===== config.mk =====
export PLATFORM = sky130hd
export DESIGN_NAME = air_conditioner_zoned
export DESIGN_NICKNAME = d
export VERILOG_FILES = /design/src/rtl/air_conditioner_zoned.sv
export SDC_FILE = /design/constraint.sdc
export NUM_CORES = 1
export LEC_CHECK = 0
export CORE_MARGIN = 1.5
export CORE_UTILIZATION = 45
export DETAILED_ROUTE_END_ITERATION = 6
export GPL_TIMING_DRIVEN = 0
export PLACE_DENSITY_LB_ADDON = 0.3
export SYNTH_ARGS = -nofsm -noshare
export SYNTH_HDL_FRONTEND = slang
export SYNTH_SLANG_ARGS = --single-unit

===== constraint.sdc =====
create_clock -name clk -period 4.7 [get_ports clk]
set_clock_uncertainty 0.15 [all_clocks]
set_input_delay 0.94 -clock clk [delete_from_list [all_inputs] [get_ports clk]]
set_output_delay 0.94 -clock clk [all_outputs]
set_load 0.01 [all_outputs]

===== src/rtl/air_conditioner_zoned.sv =====
// air_conditioner_zoned
// Multi-zone cooling controller. Every zone runs its own IDLE/COOL/LOCKOUT
// state machine. A shared admission stage limits how many zones may cool at
// the same time.
//
// Ports
//   clk            : system clock, all state updates on the rising edge
//   reset          : asynchronous, active-low reset
//   enable         : global cooling permit
//   setpoint       : shared target temperature (unsigned, TEMP_W bits)
//   temp           : packed zone temperatures, zone i at [i*TEMP_W +: TEMP_W]
//   presence       : per-zone occupancy
//   window         : per-zone window-open sensor
//   heating_system : heater running; acts as a global interlock
//   ac_cool        : per-zone cooling command (zone is in COOL)
//   lockout        : per-zone post-stop lockout indicator (zone is in LOCKOUT)
//   active_count   : number of zones whose ac_cool is high
module air_conditioner_zoned #(
    parameter int ZONES      = 4,
    parameter int TEMP_W     = 8,
    parameter int HYST       = 2,
    parameter int MIN_ON     = 5,
    parameter int MIN_OFF    = 3,
    parameter int MAX_ACTIVE = 2
) (
    input  logic                       clk,
    input  logic                       reset,
    input  logic                       enable,
    input  logic [TEMP_W-1:0]          setpoint,
    input  logic [ZONES*TEMP_W-1:0]    temp,
    input  logic [ZONES-1:0]           presence,
    input  logic [ZONES-1:0]           window,
    input  logic                       heating_system,
    output logic [ZONES-1:0]           ac_cool,
    output logic [ZONES-1:0]           lockout,
    output logic [$clog2(ZONES+1)-1:0] active_count
);

    localparam int AW      = $clog2(ZONES + 1);
    localparam int TW1     = TEMP_W + 1;
    localparam int CNT_MAX = (MIN_ON > MIN_OFF) ? MIN_ON : MIN_OFF;
    localparam int CNT_W   = $clog2(CNT_MAX + 1);

    localparam logic [1:0] ST_IDLE = 2'd0;
    localparam logic [1:0] ST_COOL = 2'd1;
    localparam logic [1:0] ST_LOCK = 2'd2;

    localparam logic [CNT_W-1:0] CNT_SAT  = CNT_W'(CNT_MAX);
    localparam logic [CNT_W-1:0] ON_LAST  = CNT_W'(MIN_ON - 1);
    localparam logic [CNT_W-1:0] OFF_LAST = CNT_W'(MIN_OFF - 1);
    localparam logic [AW-1:0]    MAX_A    = AW'(MAX_ACTIVE);
    localparam logic [TW1-1:0]   HYST_EXT = TW1'(HYST);

    logic [1:0]        state_q [ZONES];
    logic [1:0]        state_d [ZONES];
    logic [CNT_W-1:0]  cnt_q   [ZONES];
    logic [CNT_W-1:0]  cnt_d   [ZONES];

    logic [TEMP_W-1:0] zone_temp_s [ZONES];
    logic [TW1-1:0]    thr_s;
    logic [ZONES-1:0]  req_s;
    logic [ZONES-1:0]  safety_s;
    logic [ZONES-1:0]  stop_s;
    logic [ZONES-1:0]  grant_s;
    logic [AW-1:0]     budget_s;
    logic [AW-1:0]     count_s;

    // One extra bit on the threshold so a setpoint near full scale cannot
    // wrap around and make every zone look hot.
    assign thr_s = {1'b0, setpoint} + HYST_EXT;

    // Per-zone request, safety-trip and normal-stop conditions.
    always_comb begin
        for (int i = 0; i < ZONES; i++) begin
            zone_temp_s[i] = temp[i*TEMP_W +: TEMP_W];
            safety_s[i]    = window[i] | heating_system | ~enable;
            req_s[i]       = ({1'b0, zone_temp_s[i]} > thr_s) & presence[i] & ~safety_s[i];
            stop_s[i]      = (zone_temp_s[i] <= setpoint) | ~presence[i];
        end
    end

    // Ascending-index admission. The budget starts from the registered count,
    // so a zone leaving COOL on this edge still occupies its slot.
    always_comb begin
        budget_s = active_count;
        grant_s  = '0;
        for (int i = 0; i < ZONES; i++) begin
            if ((state_q[i] == ST_IDLE) && req_s[i] && (budget_s < MAX_A)) begin
                grant_s[i] = 1'b1;
                budget_s   = budget_s + AW'(1);
            end else begin
                grant_s[i] = 1'b0;
            end
        end
    end

    // Per-zone next state; the counter restarts on every state change and
    // otherwise saturates.
    always_comb begin
        for (int i = 0; i < ZONES; i++) begin
            state_d[i] = state_q[i];
            cnt_d[i]   = (cnt_q[i] == CNT_SAT) ? cnt_q[i] : cnt_q[i] + CNT_W'(1);
            case (state_q[i])
                ST_IDLE: begin
                    if (grant_s[i]) begin
                        state_d[i] = ST_COOL;
                        cnt_d[i]   = '0;
                    end else begin
                        state_d[i] = ST_IDLE;
                    end
                end
                ST_COOL: begin
                    // Safety trip wins over the minimum on-time.
                    if (safety_s[i]) begin
                        state_d[i] = ST_LOCK;
                        cnt_d[i]   = '0;
                    end else if (stop_s[i] && (cnt_q[i] >= ON_LAST)) begin
                        state_d[i] = ST_LOCK;
                        cnt_d[i]   = '0;
                    end else begin
                        state_d[i] = ST_COOL;
                    end
                end
                ST_LOCK: begin
                    if (cnt_q[i] >= OFF_LAST) begin
                        state_d[i] = ST_IDLE;
                        cnt_d[i]   = '0;
                    end else begin
                        state_d[i] = ST_LOCK;
                    end
                end
                default: begin
                    state_d[i] = ST_IDLE;
                    cnt_d[i]   = '0;
                end
            endcase
        end
    end

    // State and counter registers with asynchronous active-low reset.
    always_ff @(posedge clk or negedge reset) begin
        if (!reset) begin
            for (int i = 0; i < ZONES; i++) begin
                state_q[i] <= ST_IDLE;
                cnt_q[i]   <= '0;
            end
        end else begin
            for (int i = 0; i < ZONES; i++) begin
                state_q[i] <= state_d[i];
                cnt_q[i]   <= cnt_d[i];
            end
        end
    end

    // Output decode from registered state only.
    always_comb begin
        count_s = '0;
        for (int i = 0; i < ZONES; i++) begin
            ac_cool[i] = (state_q[i] == ST_COOL);
            lockout[i] = (state_q[i] == ST_LOCK);
            count_s    = count_s + AW'(ac_cool[i]);
        end
    end

    assign active_count = count_s;

endmodule

==> results of run 1 <==
[kinds of logic after synthesis]
logic type / count (synthesis)
and+or+nand+nor: 114
AOI/OAI and AO/OA: 105
adders and majority gates: 70
buffers and inverters: 36
DFF: 20
xor gates and xnor gates: 9
muxes: 1
[where the power goes]
part	leakage, nW	switching, mW	internal [mW]
clock network	0.0216	0.0526	0.0570
registers	0.251	0.0672	0.233
logic	1.61	0.271	0.256
total	1.88	0.391	0.546
[worst max-delay path: cells and delay by family]
family                   cells  cell delay (ns)
buffers and inverters        2             0.40
AND/OR/NAND/NOR              8             1.07
XOR/XNOR                     2             0.26
adder cells (fa/ha/maj)      3             0.81
AO/OA/AOI/OAI                4             1.06
[per-layer routing]
layer / share of wire [%] / GRT usage, % / vias up
li1: - / - / 1481
met1: 46 / 29.8 / 1372
met2: 48 / 40.7 / 85
met3: 5.3 / 3.15 / 10
met4: 1.4 / 4.84 / 0
met5: 0 / 0 / -
[per-stage QoR]
step | util (%) | setup TNS [ns] | hold slack [ns] | cells
after CTS | 60.3 | 0 | 0.444 | 503
final | 61.0 | 0 | 0.442 | 506
after detailed placement | 58.0 | -3.41 | 0.435 | 494
after global routing | 61.0 | -0.0181 | 0.472 | 506
after global placement | 58.0 | -3.16 | 0.425 | 494
after floorplan | - | 0 | 0.385 | 355
[sequential cells by signal (all words and copies together) (netlist names)]
register and count:
state_q 8, cnt_q 12
[worst max path at each step]
stage	start	end	slack (ns)
finish	setpoint[2]	state_q[0]	0.15
global route	setpoint[3]	state_q[0]	-0.01
CTS	setpoint[4]	cnt_q[0]	0.02
detailed placement	setpoint[1]	state_q[0]	-0.88
global placement	setpoint[1]	state_q[0]	-0.82
floorplan	setpoint[1]	state_q[0]	0.36
[repair_timing]
action,CTS,global route
buffers inserted,6,3
gates resized for setup,17,10
pin swaps,10,6
endpoints found under the setup margin,4,4
[cell usage in the layout, fill, tap and decap left out, drive strengths merged, types with 4 or more instances in the layout]
cell	n
clkdlybuf4s50	56
a31oi	9
xnor2	7
dfrtp	20
nand2	32
clkbuf	5
o21ai	19
buf	11
a31o	4
nor2	20
nor2b	8
nor4	4
o211ai	5
a211oi	6
inv	33
nor3	6
ha	69
a21oi	17
nand3b	4
a21o	12
o21a	9
nand2b	5
nand3	14
[area by class of cell]
type,instances,area (um^2)
sequential,20,500
timing repair buffer,71,689
fill,572,2490
tap,77,96.3
clock buffer,3,41.3
inverter,33,124
multi-input combinational,299,2420
buffer,3,26.3
==> run metrics, run 1 <==
outcome finished, final reports clean; total CTS buffers 3; Peak Freq 220 MHz; reg2reg start state_q[7]; post-cts hold buffer count 0; Hold Path Origin state_q[2]; Pins Over Slew Limit 0; Critical-path top delay cell a2111o_1; CTS HTree Levels 1; PD cells 241 nW/um^2; die width 84.5 um; final WL roughly 7900 um; Avg WL per Cell 15.5 um; Final min period 4.55 ns; CTS Buffer Depth 2; largest family of logic cells by synthesized area adder cells; Synth area leaders ha_1 (29%), dfrtp_1 (17%), inv_1 (4.1%), nand2_1 (4.0%), a21o_1 (2.8%); Tcrit/Tclk final between 90% and 100%; multiplexer area fraction after synthesis 0.335%; Port Buffers 62; Hold Crit Class flip-flop to flip-flop; design area 3890 um^2; clk sink count 20; largest net degree at the start of global routing 21; area fraction of the dominant cell type after synthesis between 20 and 30%; worst-path fanout max 4; CP Class primary input to flip-flop; Post-DP Area between 3000 and 4000 um^2; minimum setup slack among reg-to-reg paths 0.51 ns; Site Rows 29; initial antenna violation count 0; drt first pass iters 4; core area 6390 um^2; GPL Wtd Cong ~0.9; worst r2r path cells 17; async set-reset flop share out of synthesis 100%; Post-Synth XOR/XNOR Area 2.89%; Pwr Total around 0.94 mW; I/O pin count 63; sequential-to-total area share from yosys stat 16.8%; Mapped Area 2990 um^2; die height 84.5 um; clk slew on worst S/H paths 0.07 ns; Post-Synth Simple-Gate Area 20.8%; vias in the first global route 3,015; CTS tree yes; vias per cell 5.83; first-pass GRT wire length between 10,000 and 15,000 um; Lkg Pwr 1.88 nW; total global routing track utilization 22.9%; Setup crit start kind primary input; synth cell count leaders ha_1 (69), inv_1 (33), nand2_1 (32); drt initial violations 139; top-count cell post-synth ha_1; max-cap viol count 0; global route total overflow 0; WHS Endpoint cnt_q[4]; Clock Latency Late Sink ~0.25 ns; #FFs+latches synth 20; Worst EP arrival 4.54 ns; required time of the worst setup path 4.70 ns; Cell Chain, Critical Path clkdlybuf4s15_1 > ha_4 > nand2_1 > nor2_4 > xnor2_2 > ha_1 > nand4b_1 > nor2_2 > and2b_1 > a2111o_1 > o211ai_2 > xnor2_2 > or2_2 > ha_1 > nor2_1 > o311ai_2 > nor3_2 > buf_4 > a22o_1; top_reg_cell synth dfrtp_1; syn avg cell area 8.41 um^2; fraction of layout cells with a size suffix above 1 10.5%; Max VDD drop 0.220 mV; post-synth top area cell ha_1; worst slack at placement -0.875 ns; final setup fails 0; setup ws final 0.154 ns; total number of yosys warnings 0; Initial Utilization 46.7%; Layout area overhead 30.5%; EDFF count, synth 0; worst slew pin tran 0.924 ns; Post-DRT Antenna Nets 0; Die Outline Area ~7100 um^2; Max transition margin 38.2%; Synth Instances 355; antenna cells 0; Final HPWL DP 6590 um; crit path capture type flip-flop; routed vias 2,948; final hold vios 0; Final nets 553; Yosys cell types 65; syn_nets roughly 480; Reg-to-Reg End state_q[0]; drt drc 0; Hold Crit Depth 3; critical path's largest stage delay 0.44 ns; clk root buf clkbuf_8; Synth Area in Compound Gates 24.6%; Synth Area in Adders 29.6%
No activity file was read; power rests on OpenSTA's default activity.
==> run 2: changes to the inputs <==
- CORE_MARGIN: 1.5 -> unset
==> run metrics, run 2 (synthesis results as in run 1) <==
drt drc 0; Port Buffers just over 60; worst-path fanout max 8; outcome finished, final reports clean; I/O pin count 63; Initial Utilization a little under half; GPL Wtd Cong around 0.85; core area about 6400 um^2; Lkg Pwr about 1.9 nW; Top Registers cnt_q: 12 flops, state_q: 8 flops; vias per cell about 5.7; crit path capture type flip-flop; clk sink count 20; commonest non-fill, non-tap cells in the layout ha_1 (68), clkdlybuf4s50_1 (55), inv_1 (32), nand2_1 (32), dfrtp_1 (20); Setup crit start kind primary input; commonest non-fill, non-tap cell in the layout ha_1; Final HPWL DP 6390 um; largest net degree at the start of global routing 21; Worst EP arrival 4.45 ns; Die Outline Area between 6000 and 7000 um^2; fraction of layout cells with a size suffix above 1 10.6%; Final nets 549; max-cap viol count 0; Layout area overhead 29.9%; global route total overflow 0; Pins Over Slew Limit 0; initial antenna violation count 0; worst hold slack 0.446 ns; total CTS buffers 3; total global routing track utilization 22.8%; Peak Freq 227 MHz; PD cells 245 nW/um^2; Tcrit/Tclk final 93.6%; CP Class primary input to flip-flop; Post-DP Area 3700 um^2; antenna cells 0; Hold Crit Class flip-flop to flip-flop; Final min period approximately 4.4 ns; Max transition margin 38.3%; max FFs per register 12; worst slack at placement -0.840 ns; required time of the worst setup path 4.75 ns; final hold vios 0; Site Rows 29; final WL 7530 um; clk slew on worst S/H paths ~0.07 ns; worst slew pin tran 0.922 ns; design area about 3900 um^2; setup ws final 0.300 ns; CTS tree yes; vias in the first global route between 2,000 and 3,000; post-cts hold buffer count 0; first-pass GRT wire length 13,100 um; Clock Latency Late Sink 0.26 ns; CTS HTree Levels 1; CTS Buffer Depth 2; die height 83.5 um; Avg WL per Cell 15.0 um; routed vias 2,891; final setup fails 0; largest reg by FF count cnt_q; Max VDD drop ~0.25 mV; die width 83.5 um; drt initial violations 134; drt first pass iters 4; clk root buf clkbuf_8; Post-DRT Antenna Nets 0
## run 2: cell count changes in the layout (fill, tap and decap cells not counted), sizes merged
cell           before  now
buf                11    7
clkbuf              5    8
clkdlybuf4s15       1    0
clkdlybuf4s50      56   55
dlygate4sd2         1    0
dlymetal6s2s        3    4
## run 2: stage by stage
step | std cells | util [%] | total power, mW | setup TNS, ns
after global routing | 503 | 60.7 | 1.05 | -0.0244
after floorplan | 355 | - | 0.649 | 0
after CTS | 503 | 60.3 | 0.952 | 0
after global placement | 494 | 58.0 | 0.787 | -3.01
final | 503 | 60.7 | 0.950 | 0
after detailed placement | 494 | 58.0 | 0.806 | -3.20
## run 2: timing repair
action                                  in CTS  in global routing
endpoints found under the hold margin        0                  0
buffers inserted                             5                  0
pin swaps                                    9                  6
endpoints found under the setup margin       4                  4
resized for setup                           17                 17
gates cloned                                 0                  0
## run 2: layout make-up
type / count / area, um^2
multi-input combinational: 299 / 2420
buffer: 3 / 26.3
sequential: 20 / 500
tap: 77 / 96.3
timing repair buffer: 67 / 656
inverter: 33 / 124
clock buffer: 4 / 55.1
fill: 564 / 2510
## run 2: critical path, cell delays in order
cell and delay, ns:
clkbuf_4 0.17, ha_4 0.19, nand2_1 0.11, nor2_4 0.05
xnor2_2 0.18, ha_1 0.33, nand4b_1 0.15, nor2_2 0.12
and2b_1 0.18, a2111o_1 0.40, o211ai_1 0.21, a21oi_2 0.12
or2_2 0.29, ha_1 0.30, nor2_2 0.09, o311ai_2 0.11
nor3_2 0.32, a22o_1 0.18
## run 2: where the power goes
group          total [mW]  internal [mW]  switching, mW  leakage [nW]
registers           0.299          0.233         0.0662         0.251
logic               0.519          0.254          0.265          1.60
clock network       0.132         0.0745         0.0571        0.0288
## run 2: worst paths after layout
kind                              end   startpoint  cells after the start  slack (ns)
setup / recovery           state_q[0]  setpoint[1]                     18        0.30
hold / removal             state_q[3]     cnt_q[5]                      2        0.45
setup reg to reg           state_q[0]   state_q[7]                     16        0.65
hold reg to reg            state_q[3]     cnt_q[5]                      2        0.45
max in group asynchronous  state_q[4]        reset                      1        2.79
min in group asynchronous  state_q[6]        reset                      1        1.05
## run 2: per-layer routing
metal / vias to the layer above / GRT usage [%] / wire, um
li1: 1468 / - / -
met1: 1355 / 30.3 / 3610
met2: 58 / 40.2 / 3580
met3: 10 / 2.57 / 252
met4: 0 / 4.31 / 91
met5: - / 0 / 0
==> run 3: changes to the inputs <==
- clock period: 4.7 -> 4.3 ns (I/O delays scaled with it)
==> run metrics, run 3 (synthesis results as in run 1) <==
outcome finished, final reports clean; Final HPWL DP 6390 um; die height around 83 um; max-cap viol count 0; Tcrit/Tclk final 96.2%; reg2reg start state_q[7]; launch point of the worst path setpoint[2]; final core utilization between 60 and 70%; Lkg Pwr 1.91 nW; vias per cell 5.74; final hold vios 0; vias in the first global route approximately 3,000; global route total overflow 0; initial antenna violation count 0; CTS HTree Levels 1; Max VDD drop around 0.27 mV; Layout area overhead 35.5%; clock share of power 13.6%; Top Registers cnt_q: 12 flops, state_q: 8 flops; core area 6390 um^2; Highest Signal Layer met4; fraction of layout cells with a size suffix above 1 15.2%; WL met1 3730 um; Post-DRT Antenna Nets 0; largest reg by FF count cnt_q; commonest non-fill, non-tap cell in the layout ha_1; setup ws final approximately 0.16 ns; Hold Path Origin cnt_q[5]; worst slew pin tran 0.910 ns; net switching power 0.436 mW; Port Buffers 62; Final nets 558; Reg power frac between 30% and 40%; Initial Utilization 46.7%; Final min period 4.14 ns; worst slack at placement -1.16 ns; commonest non-fill, non-tap cells in the layout ha_1 (64), clkdlybuf4s50_1 (53), nand2_1 (32); design area 4050 um^2; filler cell count between 500 and 600; drt initial violations 124; Site Rows 29; CP Class primary input to flip-flop; Clock Latency Late Sink about 0.26 ns; combinational power share a little under three fifths; total CTS buffers 3; Die Outline Area 6960 um^2; Int Pwr 0.627 mW; die width approximately 83 um; clk sink count 20; clk slew on worst S/H paths 0.07 ns; Setup crit start kind primary input; CTS tree yes; worst-path fanout max 4; routed vias 2,938; drt first pass iters 5; drt drc 0; GPL Wtd Cong 0.850; post-cts hold buffer count 0; Post-DP Area 3700 um^2; max FFs per register 12; I/O pin count 63; total global routing track utilization 23.0%; required time of the worst setup path 4.30 ns; Pwr Total 1.06 mW; met2 WL post-DR 3860 um; final setup fails 0; largest net degree at the start of global routing 21; clk root buf clkbuf_8; Worst EP arrival approximately 4.1 ns; crit path capture type flip-flop; Pins Over Slew Limit 0; final WL 7910 um; Max transition margin 39.2%; wire length on met3 267 um; Peak Freq 242 MHz; switching share of total power 41.0%; PD cells 263 nW/um^2; antenna cells 0; CTS Buffer Depth 2; Hold Crit Class flip-flop to flip-flop; Avg WL per Cell 15.4 um; first-pass GRT wire length about 13,000 um
==> run 3: changes by cell type in the layout (fill, tap and decap cells not counted), sizes merged <==
cell           change
clkdlybuf4s15      +1
clkinvlp           +1
clkbuf             -1
inv                -1
clkdlybuf4s50      -2
buf               +12
dlymetal6s2s       -2
dlygate4sd2        +1
==> run 3: layer usage <==
layer	global-route usage, %	vias to the layer above
met3	2.67	6
li1	-	1483
met2	40.9	64
met1	30.8	1385
met4	3.24	0
met5	0	-
==> run 3: path summary, 6_finish.rpt <==
| kind | to | cells past startpoint | slack (ns) |
|---|---|---|---|
| setup / recovery | state_q[0] | 15 | 0.16 |
| hold / removal | state_q[3] | 2 | 0.45 |
| setup reg to reg | state_q[0] | 18 | 0.27 |
| hold reg to reg | state_q[3] | 2 | 0.45 |
| max in group asynchronous | cnt_q[4] | 1 | 2.49 |
| min in group asynchronous | cnt_q[5] | 1 | 0.96 |
==> run 3: per-stage QoR <==
stage          hold slack [ns]  cells  TNS [ns]
2_1_floorplan            0.385    355         0
3_3_place_gp             0.423    494     -6.72
3_5_place_dp             0.434    494     -7.11
4_1_cts                  0.449    505         0
5_1_grt                  0.469    512   -0.0339
6_report                 0.447    512         0
==> run 3: worst max-delay path, cell delays in order <==
cell and delay, ns:
buf_4 0.13, ha_4 0.26, clkinvlp_4 0.11, ha_4 0.29, or3b_2 0.44, a21o_1 0.21
a211oi_4 0.33, o211ai_2 0.16, xnor2_2 0.19, or2_4 0.27, ha_4 0.26, nor2_2 0.03
o311ai_2 0.28, nor3_2 0.11, a22o_1 0.19
==> run 3: power by group through the flow <==
stage	registers (mW)	logic, mW	clock network (mW)
2_1_floorplan	0.314	0.396	0
3_3_place_gp	0.327	0.533	0
3_5_place_dp	0.329	0.552	0
4_1_cts	0.326	0.574	0.148
5_1_grt	0.339	0.683	0.154
6_report	0.327	0.592	0.145
==> run 3: final cells by class <==
cell class	instances	area [um^2]	share of cell area, %
Buffer	3	26.3	0.649
Clock buffer	4	55.1	1.36
Inverter	33	128	3.15
Multi-Input combinational cell	299	2530	62.5
Sequential cell	20	500	12.4
Tap cell	77	96.3	2.38
Timing Repair Buffer	76	713	17.6
==> run 3: repair_timing <==
action,CTS,global route
pin swaps,14,13
endpoints found under the setup margin,9,4
gates resized for setup,36,25
setup buffers,7,7
==> edit (flow settings as in run 2) <==
Change the parameter `TEMP_W` from 8 to 12.
--- a/src/rtl/air_conditioner_zoned.sv
+++ b/src/rtl/air_conditioner_zoned.sv
@@ -17,7 +17,7 @@
 //   active_count   : number of zones whose ac_cool is high
 module air_conditioner_zoned #(
     parameter int ZONES      = 4,
-    parameter int TEMP_W     = 8,
+    parameter int TEMP_W     = 12,
     parameter int HYST       = 2,
     parameter int MIN_ON     = 5,
     parameter int MIN_OFF    = 3,
Ports: changed (resized setpoint and temp); port bits go from 63 to 83. No check against the original RTL was run, so the function may have changed too.
==> edit against run 2 <==
  * Critical path depth unchanged
  * Utilization increased by 3.2 points
  * Count of clock-buffer cells in the layout unchanged
  * Synthesized area increased by 35%
  * Wire length increased by 73%
  * Power increased by 19%
  * Cell area increased by 43%
  * First-iteration DRC count increased by 120%
  * Sequential cell count unchanged
  * Non-clock buffer count increased by 40
  * Sequential share of layout area decreased by 3.9 points
  * Worst setup slack got worse by 240 ps
  * Largest cell class unchanged
==> edit: results (changes against run 2) <==
Worst hold path
  • Hold path startpoint: cnt_q[9]$_DFF_PN0_
  • Hold Path Depth: 1 (-1)

Place
  • Placed Area: 5016 µm² (+35%)
  • Placed cells: 668 (+35%)
  • Port Buffers: 79 (+27%)
  • Dpl hpwl: 10290 µm (+61%)
  • RD Place Congestion: 0.8862 (+4.3%)

STA
  • Worst slew pin tran: 978.4 ps (+55.97 ps)
  • Hold WS: 383.5 ps (-62.40 ps)

Yosys
  • Synth Area in Adders: 31.42% (+1.8 points)
  • Synth cell types: 73 (+12%)
  • Avg Inst Size Synth: 8.363 µm² (-0.55%)
  • Multiplexer area fraction after synthesis: 0.7776% (+0.44 points)
  • Top post-synthesis cells by area: ha_1, dfrtp_1, inv_1
  • Share of flip-flops with an asynchronous set or reset: 100.0% (unchanged)
  • Synth cell count leaders: ha_1, inv_1, nand2_1, nor2_1, a21oi_1
  • Syn nets: 652 (+37%)
  • Post-synthesis compound-gate area fraction: 25.19% (+0.59 points)
  • Register area share after synthesis: 12.44% (-4.3 points)

Power and ir drop
  • NetSw: 0.4917 mW (+27%)
  • Leakage power: 2.550 nW (+36%)
  • Maximum VDD drop: 0.0001781 V (-28%)

GRT
  • Global Route Usage Sum: 27.53% (+4.7 points)
  • First-pass GRT wire length: 19660 µm (+50%)

Critical path
  • R2R cell count: 12 (-4)
  • Worst Path Max Fanout: 4 (-4)
  • Worst reg-to-reg setup slack: 440 ps (-210 ps)
  • Max stage delay on crit path: 370 ps (-30 ps)
  • Crit-path leading delay family: compound AO/OA/AOI/OAI gates
  • Reg2reg start: state_q[5]$_DFF_PN0_
  • Slowest stage cell, crit path: a211o_4

Routing
  • Detailed-router iteration count before antenna repair: 5 (+1)
  • Vias/cell: 6.195 (+7.8%)
  • Drt total wl: 12990 µm (+73%)

Cells and area
  • Layout filler cell count: 725 (+29%)
  • Comb_multi_in: 419 (+40%)
  • Layout non-clock buf frac: 18.87% (+1.3 points)
  • Layout cells sized above 1: 16.27% (+5.7 points)
  • Non-clk bufs: 110 (+57%)
  • Area Growth Syn to Fin: 37.82%
  • Non-clk invs: 37 (+12%)
  • Fin nets: 762 (+39%)
  • Final cell count without fillers: 698 (+39%)

Status
  • Status: finished, final reports clean
-- edit: worst max path at each step --
stage,from,endpoint,slack (ps),cells after the start
after floorplan,setpoint[3],cnt_q[2]$_DFF_PN0_,30,18
after global placement,setpoint[1],cnt_q[0]$_DFF_PN0_,-1240,17
after detailed placement,setpoint[1],cnt_q[0]$_DFF_PN0_,-1360,17
after CTS,setpoint[4],cnt_q[2]$_DFF_PN0_,10,18
after global routing,setpoint[2],cnt_q[0]$_DFF_PN0_,-110,18
final,setpoint[2],cnt_q[2]$_DFF_PN0_,60,18
-- edit: kinds of logic after synthesis --
group                    Yosys count
multiplexers                       3
flip-flops                        20
AO/OA/AOI/OAI                    142
adder cells (fa/ha/maj)          100
AND/OR/NAND/NOR                  159
buffers and inverters             42
XOR/XNOR                          15
-- edit: power by group through the flow --
stage / Sequential (mW) / Combinational (mW) / Clock (mW)
floorplan: 0.282 / 0.438 / 0
global placement: 0.296 / 0.598 / 0
detailed placement: 0.300 / 0.628 / 0
CTS: 0.298 / 0.645 / 0.140
global route: 0.310 / 0.774 / 0.146
finish: 0.302 / 0.692 / 0.138
-- edit: what timing repair did --
item | CTS | global route
buffers inserted | 11 | 15
cloned | 0 | 0
pin swaps | 11 | 18
setup endpoints to repair | 15 | 4
resized for setup | 37 | 47
-- edit: routing by layer --
metal	up-vias	global-route usage (%)	part of all wire [%]
li1	2073	-	-
met1	2052	35.03	44
met2	171	49.65	48
met3	28	3.130	5.9
met4	0	5.882	2.4
met5	-	0	0
-- edit: worst register-to-register path: cells and delay by family, from the launching register on --
kind	cells	cell delay [ps]
adders and majority gates	4	1830
AOI/OAI and AO/OA	4	810
and+or+nand+nor	2	710
DFF	1	430
xor gates and xnor gates	1	180
buffers and inverters	1	40
